--- src/rtl/completion_regfile.sv ---
// Architectural register file with per-register producer tag table.
// Snoops the adder, multiplier and load result buses and renames destinations on dispatch.
module completion_regfile #(
    parameter int                DATA_W    = 32,
    parameter int                TAG_W     = 8,
    parameter logic [DATA_W-1:0] RESET_VAL = 32'h0
) (
    input  logic              clk,
    input  logic              rst_n,
    input  logic [39:0]       instbus1,
    input  logic [39:0]       instbus2,
    input  logic [39:0]       addbus,
    input  logic [39:0]       multbus,
    input  logic [39:0]       loadbus,
    output logic [DATA_W-1:0] reg0,
    output logic [DATA_W-1:0] reg1,
    output logic [DATA_W-1:0] reg2,
    output logic [DATA_W-1:0] reg3,
    output logic [TAG_W-1:0]  tag0,
    output logic [TAG_W-1:0]  tag1,
    output logic [TAG_W-1:0]  tag2,
    output logic [TAG_W-1:0]  tag3,
    output logic [15:0]       cmpl_cnt,
    output logic              quiet
);

    localparam logic [7:0]       OP_LOAD  = 8'h01;
    localparam logic [7:0]       OP_ADD   = 8'h03;
    localparam logic [7:0]       OP_MULTI = 8'h04;
    localparam logic [TAG_W-1:0] TAG_NONE = {TAG_W{1'b0}};

    function automatic logic is_prod_tag(input logic [TAG_W-1:0] t);
        case (t)
            TAG_W'(8'h20), TAG_W'(8'h21), TAG_W'(8'h22),
            TAG_W'(8'h30), TAG_W'(8'h31),
            TAG_W'(8'h40), TAG_W'(8'h41): is_prod_tag = 1'b1;
            default:                      is_prod_tag = 1'b0;
        endcase
    endfunction

    // A dispatch slot renames only for a register-writing op, an R0..R3 dest and a real producer tag.
    function automatic logic rename_ok(input logic [39:0] ib);
        logic op_ok;
        logic dest_ok;
        case (ib[31:24])
            OP_LOAD, OP_ADD, OP_MULTI: op_ok = 1'b1;
            default:                   op_ok = 1'b0;
        endcase
        case (ib[7:0])
            8'h10, 8'h11, 8'h12, 8'h13: dest_ok = 1'b1;
            default:                    dest_ok = 1'b0;
        endcase
        rename_ok = op_ok && dest_ok && is_prod_tag(TAG_W'(ib[39:32]));
    endfunction

    function automatic logic [2:0] count_hits(input logic [3:0] h);
        count_hits = {2'b00, h[0]} + {2'b00, h[1]} + {2'b00, h[2]} + {2'b00, h[3]};
    endfunction

    logic [DATA_W-1:0] reg_q [4];
    logic [DATA_W-1:0] reg_d [4];
    logic [TAG_W-1:0]  tag_q [4];
    logic [TAG_W-1:0]  tag_d [4];
    logic [15:0]       cmpl_cnt_q;
    logic [15:0]       cmpl_cnt_d;
    logic [3:0]        wb_hit_s;

    logic [TAG_W-1:0]  add_tag_s, mult_tag_s, load_tag_s;
    logic [DATA_W-1:0] add_data_s, mult_data_s, load_data_s;
    logic              add_ok_s, mult_ok_s, load_ok_s;
    logic              ren1_ok_s, ren2_ok_s;
    logic [1:0]        dest1_s, dest2_s;
    logic [TAG_W-1:0]  stn1_s, stn2_s;

    assign add_tag_s   = TAG_W'(addbus[39:32]);
    assign mult_tag_s  = TAG_W'(multbus[39:32]);
    assign load_tag_s  = TAG_W'(loadbus[39:32]);
    assign add_data_s  = DATA_W'(addbus[31:0]);
    assign mult_data_s = DATA_W'(multbus[31:0]);
    assign load_data_s = DATA_W'(loadbus[31:0]);
    assign add_ok_s    = is_prod_tag(add_tag_s);
    assign mult_ok_s   = is_prod_tag(mult_tag_s);
    assign load_ok_s   = is_prod_tag(load_tag_s);
    assign ren1_ok_s   = rename_ok(instbus1);
    assign ren2_ok_s   = rename_ok(instbus2);
    assign dest1_s     = instbus1[1:0];
    assign dest2_s     = instbus2[1:0];
    assign stn1_s      = TAG_W'(instbus1[39:32]);
    assign stn2_s      = TAG_W'(instbus2[39:32]);

    // Next-state: bus writeback by priority, then rename overrides the tag (slot 2 newest).
    always_comb begin
        wb_hit_s = 4'b0000;
        for (int n = 0; n < 4; n++) begin
            reg_d[n] = reg_q[n];
            tag_d[n] = tag_q[n];
            if (tag_q[n] != TAG_NONE && add_ok_s && tag_q[n] == add_tag_s) begin
                reg_d[n]    = add_data_s;
                wb_hit_s[n] = 1'b1;
            end else if (tag_q[n] != TAG_NONE && mult_ok_s && tag_q[n] == mult_tag_s) begin
                reg_d[n]    = mult_data_s;
                wb_hit_s[n] = 1'b1;
            end else if (tag_q[n] != TAG_NONE && load_ok_s && tag_q[n] == load_tag_s) begin
                reg_d[n]    = load_data_s;
                wb_hit_s[n] = 1'b1;
            end else begin
                reg_d[n]    = reg_q[n];
                wb_hit_s[n] = 1'b0;
            end
            if (ren2_ok_s && dest2_s == 2'(n)) begin
                tag_d[n] = stn2_s;
            end else if (ren1_ok_s && dest1_s == 2'(n)) begin
                tag_d[n] = stn1_s;
            end else if (wb_hit_s[n]) begin
                tag_d[n] = TAG_NONE;
            end else begin
                tag_d[n] = tag_q[n];
            end
        end
        cmpl_cnt_d = cmpl_cnt_q + {13'd0, count_hits(wb_hit_s)};
    end

    // State registers; reset discards every pending producer.
    always_ff @(posedge clk or negedge rst_n) begin
        if (!rst_n) begin
            for (int n = 0; n < 4; n++) begin
                reg_q[n] <= RESET_VAL;
                tag_q[n] <= TAG_NONE;
            end
            cmpl_cnt_q <= 16'h0000;
        end else begin
            for (int n = 0; n < 4; n++) begin
                reg_q[n] <= reg_d[n];
                tag_q[n] <= tag_d[n];
            end
            cmpl_cnt_q <= cmpl_cnt_d;
        end
    end

    assign reg0     = reg_q[0];
    assign reg1     = reg_q[1];
    assign reg2     = reg_q[2];
    assign reg3     = reg_q[3];
    assign tag0     = tag_q[0];
    assign tag1     = tag_q[1];
    assign tag2     = tag_q[2];
    assign tag3     = tag_q[3];
    assign cmpl_cnt = cmpl_cnt_q;
    assign quiet    = (tag_q[0] == TAG_NONE) && (tag_q[1] == TAG_NONE) &&
                      (tag_q[2] == TAG_NONE) && (tag_q[3] == TAG_NONE);

endmodule

--- config.mk ---
export PLATFORM = sky130hd
export DESIGN_NAME = completion_regfile
export DESIGN_NICKNAME = d
export VERILOG_FILES = /design/src/rtl/completion_regfile.sv
export SDC_FILE = /design/constraint.sdc
export NUM_CORES = 1
export LEC_CHECK = 0
export CAP_MARGIN = 30
export CORE_MARGIN = 5
export CORE_UTILIZATION = 25
export CTS_BUF_LIST = sky130_fd_sc_hd__clkbuf_4 sky130_fd_sc_hd__clkbuf_8 sky130_fd_sc_hd__clkbuf_16
export DETAILED_ROUTE_END_ITERATION = 12
export PLACE_DENSITY = 0.55
export SLEW_MARGIN = 20
export SYNTH_ARGS = -nofsm -noshare
export SYNTH_HDL_FRONTEND = slang
export SYNTH_SLANG_ARGS = --single-unit
--- constraint.sdc ---
create_clock -name clk -period 3.5 [get_ports clk]
set_input_delay 0.7 -clock clk [delete_from_list [all_inputs] [get_ports clk]]
set_output_delay 0.7 -clock clk [all_outputs]
set_load 0.05 [all_outputs]
; ---- After elaboration in Yosys (flattened, before gate mapping)
; Cells that the tools add are included.
[classes]
n_eq_ne = 67
addsub = 4
n_mux = 45
reduce_logical = 66
[op_table]
columns = operator, count
row1 = 32-bit 2-to-1 mux, 12
row2 = 8-bit by 6-bit equality test with 1-bit output (second input constant), 25
row3 = 8-bit equality test, 12
row4 = 8-bit 2-to-1 mux, 12
row5 = 8-bit by 7-bit equality test with 1-bit output (second input constant), 10
row6 = 8-bit by 5-bit equality test with 1-bit output (second input constant), 8
row7 = 1-bit logical AND, 39
row8 = 7-bit OR reduction, 5
row9 = 8-bit logical NOT, 4
row10 = 8-bit nonzero test, 4
row11 = 3-bit nonzero test, 8
row12 = 1-bit 2-to-1 mux, 21
row13 = 16-bit by 3-bit adder with 16-bit output, 1
row14 = 8-bit by 1-bit equality test with 1-bit output (second input constant), 2
row15 = 8-bit by 2-bit equality test with 1-bit output (second input constant), 2
row16 = 8-bit by 3-bit equality test with 1-bit output (second input constant), 2
row17 = 2-bit equality test (second input constant), 4
row18 = 4-bit OR reduction, 2
row19 = 3-bit OR reduction, 2
row20 = 2-bit by 1-bit equality test with 1-bit output (second input constant), 2
row21 = 2-bit logical NOT, 2
row22 = 2-bit by 1-bit adder with 3-bit output, 1
row23 = 3-bit by 1-bit adder with 3-bit output, 1
row24 = 1-bit by 1-bit adder with 2-bit output, 1
[word_totals]
in_bits = 202
output_inout_bits = 177
elab_cells = 191
reg_bits = 176

; ---- Logic depth before layout (Yosys ltp)
[logic_depth]
depth_word = 12
ltp_mapped = 18
mapped_depth_nobuf = 15

; ---- Worst setup path before layout
; OpenSTA, ideal clock, no wires.
[synth_path]
kind = input port to flip-flop
startpoint = in addbus[38]
endpoint = reg cmpl_cnt_q[12], in the netlist cmpl_cnt[12]
t_required_ps = 3358
arrival_time_ps = 4012
path_buffers = 3
cell_stages = 18
setup_slack_ps = -654
setup_time_ps = 142
path_cell_list = buf_4 > xor2_1 > nor4_1 > nand3_2 > o211ai_2 > buf_4 > buf_4 > inv_1 > fa_1 > inv_1 > fa_1 > inv_1 > fa_1 > nor2_1 > nand3_1 > nor2_1 > nand3_1 > xnor2_1
[synth_via]
elab_chain_len = 10
word_cells_on_any_way = 29
classes_between = add/sub: 4 / eq/ne: 11 / mux: 5 / reduce/logical: 9
[synth_lines]
columns = item, line_no
row1 = from (decl), 12  ; input logic [39:0] addbus,
row2 = 8-bit by 6-bit equality test with 1-bit output / 8-bit by 7-bit equality test with 1-bit output (equally long branches), 33  ; case (t)
row3 = 7-bit OR reduction, 33
row4 = 1-bit 2-to-1 mux, 33
row5 = 1-bit logical AND (2 in a row), 97  ; if (tag_q[n] != TAG_NONE && add_ok_s && tag_q[n] == add_tag_s) begin
row6 = 1-bit 2-to-1 mux, 97
row7 = 1-bit by 1-bit adder with 2-bit output, 57  ; count_hits = {2'b00, h[0]} + {2'b00, h[1]} + {2'b00, h[2]} + {2'b00, h[3]};
row8 = 2-bit by 1-bit adder with 3-bit output, 57
row9 = 3-bit by 1-bit adder with 3-bit output (*), 57
row10 = 16-bit by 3-bit adder with 16-bit output (*), 120  ; cmpl_cnt_d = cmpl_cnt_q + {13'd0, count_hits(wb_hit_s)};
row11 = net cmpl_cnt_d[12], 65  ; logic [15:0] cmpl_cnt_d;
row12 = to (signal assigned), 136  ; cmpl_cnt_q <= cmpl_cnt_d;
row13 = to (decl), 64  ; logic [15:0] cmpl_cnt_q;
; The timed path passes the listed nets; every way through them passes the cells marked *.
; A chain may end at the register's enable or synchronous reset.

; ---- Final worst setup path
[layout_path]
startpoint = in multbus[38]
endpoint = reg cmpl_cnt_q[13], in the netlist cmpl_cnt[13]
[layout_via]
elab_chain_len = 11
word_cells_on_any_way = 33
classes_between = add/sub: 4 / eq/ne: 11 / mux: 9 / reduce/logical: 9
[layout_lines]
columns = item, line_no
row1 = from (decl), 13  ; input logic [39:0] multbus,
row2 = 8-bit by 6-bit equality test with 1-bit output / 8-bit by 7-bit equality test with 1-bit output (equally long branches), 33
row3 = 7-bit OR reduction, 33
row4 = 1-bit 2-to-1 mux, 33
row5 = 1-bit logical AND (2 in a row), 100  ; end else if (tag_q[n] != TAG_NONE && mult_ok_s && tag_q[n] == mult_tag_s) begin
row6 = 1-bit 2-to-1 mux, 100
row7 = 1-bit 2-to-1 mux, 97
row8 = 1-bit by 1-bit adder with 2-bit output, 57
row9 = 2-bit by 1-bit adder with 3-bit output, 57
row10 = 3-bit by 1-bit adder with 3-bit output (*), 57
row11 = 16-bit by 3-bit adder with 16-bit output (*), 120
row12 = net cmpl_cnt_d[13], 65
; Marks and branches as above.

==> impl_results.md <==
- Total of fill cells in the finished design: 4685
- Synth top cells by count: 176 x dfrtp_1, 144 x a21oi_1, 130 x nor3_1
- DRC: 0
- Site Rows: 79
- Worst slack at placement: -0.871 ns
- Global route overflow: 0
- CTS clock-pin slew for the worst setup and hold paths: 0.07 ns
- Synth area leaders: dfrtp_1 38%, mux2_2 12%, mux2i_1 11%
- Final WL: 50.6 mm
- Fmax: 0.287 GHz
- Post-synthesis sequential area ratio: 0.377
- Initial Utilization: 0.252
- Reg area: 4410 um^2
- Cell count after synthesis: 1143
- Net Count, Synth: 1349
- Setup tns final: 0 ns
- CTS buffer count: 17
- Total Power: 4.76 mW
- Worst vdd ir: 298 uV
- I/O pins: 379
- DR WL/cell: 23.5 um
- Hold_buf cts: 0
- Worst hold margin: 0.235 ns
- Syn Area/Cell: 10.2 um^2
- Crit path cell chain: dlygate4sd2_1, xor2_1, nor4_4, nand4_4, o211ai_4, inv_2, fa_1, inv_2, fa_2, buf_4, a21oi_4, nor3b_2, and2_4, and4_4, nand3_1, xnor2_1
- Global-route wire length before repair: 74.6 mm
- Top-area cell type share of the netlist area: 0.377
- Post-synth EDFFs: 0
- PD cells: 278 nW/um^2
- Post-synth top area cell: dfrtp_1
- CTS tree: built
- Vias/cell: 4.97
- Layout cells sized above 1: 0.232
- Worst-path fanout max: 6
- Worst rel slew slack: 0.468
- Async SR Flop Fraction: 1.00
- Tot GR Track Use: 0.195
- Initial antenna violation count: 0
- CP max stage delay: 0.52 ns
- Worst path required time: 3.91 ns
- Setup crit start kind: input pin
- Post-layout worst setup margin: 0.0164 ns
- RSZ-0062 raised after global routing: true
- DRT Pass-1 Iters: 6
- Layout Skew: 0.0104 ns
- Outcome: finished clean
- Mapped cell area: 11700 um^2
- Vias: 10.7k
- Max Cap Viol: 0
- Leakage power: 8.11 nW
- Number of global-route vias before repair: 11.3k
- Pin count of the biggest net entering global routing: 85
- Hold Vio Cnt, Final: 0
- Most common cell in the synthesized netlist: dfrtp_1
- Hold Crit Class: input pin to asynchronous set/reset pin
- # nets final: 1739
- Crit path capture type: register
- Slowest-stage cell, CP: fa_1
- H-tree depth: 4
- End-of-flow core utilization: 0.369
- Die Y: 226 um
- Initial drt markers: 741
- DP Wirelength: 34.5 mm
- Seq cells post-synth: 176
- Actual slew at the worst max-slew pin: 0.798 ns
- Most used cell, CP: inv_2
- Crit path max-delay family: simple AND/OR/NAND/NOR gates
- Top_reg_cell synth: dfrtp_1
- Minimum clock period after layout: 3.48 ns
- Part of the cycle the worst path needs: 0.995
- CP Class: input pin to register
- Layout area overhead: 46.5%
- Worst skew pair latency: 0.49 ns
- Yosys warning count: 0
- Clock sink total: 176
- Synth unique cells: 53
- Pins Over Slew Limit: 0
- Die area: 51200 um^2
- Core area: 46500 um^2
- Die W: 226 um
- Sum of buffers and inverters on the critical path: 4
- Final setup fails: 0
- Arr. time, crit path: 3.89 ns
- # diodes: 0
- Footprint of the multi-input gates: 6810 um^2
- Routed Antenna Nets: 0
- Clock tree root driver cell: clkbuf_16
- Max clock buf depth: 2
- Buffers on Ports: 346
- GPL Wtd Cong: 0.875
power by group:
part	leakage [nW]	internal [mW]	switching, mW
clock	0.307	1.18	0.933
sequential	2.43	2.04	0.00421
combinational	5.36	0.306	0.292
total	8.11	3.53	1.23
cell usage in the layout (no fill, tap or decap), drive strengths merged, types with 14 or more instances in the layout:
cell and n:
dfrtp 176, clkbuf 23, nor2 27, mux2i 129
nand2 36, o2bb2a 15, mux2 128, nor4 42
clkdlybuf4s50 320, xor2 102, inv 14, dlygate4sd2 22
nor3 130, buf 127, a21oi 144
worst reg2reg max path, delay by kind of cell, from the launching register on:
kind	cells	cell delay, ns
xor+xnor	2	0.27
buf+inv	4	0.42
fa+ha+maj	2	0.94
simple gates	6	1.03
flops	1	0.47
compound gates	2	0.26
final timing paths:
path / startpoint / end / slack, ns / cells past startpoint
setup / recovery: multbus[38] / cmpl_cnt[13]$_DFF_PN0_ / 0.02 / 16
hold / removal: rst_n / reg2[10]$_DFFE_PN0P_ / 0.23 / 1
setup reg to reg: tag0[7]$_DFFE_PN0P_ / cmpl_cnt[13]$_DFF_PN0_ / 0.02 / 16
hold reg to reg: cmpl_cnt[15]$_DFF_PN0_ / cmpl_cnt[15]$_DFF_PN0_ / 0.50 / 1
max in group asynchronous: rst_n / reg1[24]$_DFFE_PN0P_ / 2.48 / 2
min in group clk: cmpl_cnt[15]$_DFF_PN0_ / cmpl_cnt[15]$_DFF_PN0_ / 0.50 / 1
metal layers:
metal / vias up / global-route usage / routed length, um
met3: 53 / 0.0557 / 3600
met2: 409 / 0.317 / 23800
met4: 0 / 0.0491 / 780
li1: 4933 / - / -
met5: - / 0 / 0
met1: 5315 / 0.258 / 22400
cells by family (layout without fill, tap and decap cells):
group | after synthesis | after routing | share of synthesized area
AND/OR/NAND/NOR | 303 | 303 | 0.153
multiplexers | 257 | 257 | 0.234
AO/OA/AOI/OAI | 180 | 180 | 0.0917
flip-flops | 176 | 176 | 0.377
buffers and inverters | 112 | 515 | 0.0558
XOR/XNOR | 111 | 111 | 0.0831
adder cells (fa/ha/maj) | 4 | 4 | 0.00620
area by class of cell:
type / instances / area share
inverter: 11 / 0.00241
tap: 607 / 0.0443
multi-input combinational: 855 / 0.398
clock buffer: 21 / 0.0273
timing repair buffer: 472 / 0.262
sequential: 176 / 0.258
clock inverter: 11 / 0.00898
sequential cells by signal, summed over array words and instances (netlist names):
register	cells
reg2	32
reg3	32
tag0	8
cmpl_cnt	16
tag3	8
tag1	8
reg0	32
tag2	8
reg1	32
through the flow:
stage / cell area (um^2) / cells
5_1_grt: 17100 / 2153
2_1_floorplan: 11800 / 1143
6_report: 17100 / 2153
3_5_place_dp: 16300 / 2105
4_1_cts: 17000 / 2146
3_3_place_gp: 16300 / 2105
repair_timing:
| action | CTS | global route |
|---|---|---|
| setup buffers | 9 | 7 |
| gates resized for setup | 39 | 15 |
| setup endpoints to repair | 9 | 7 |
| pin swaps | 22 | 19 |
Power figures use the tool's default switching activity.
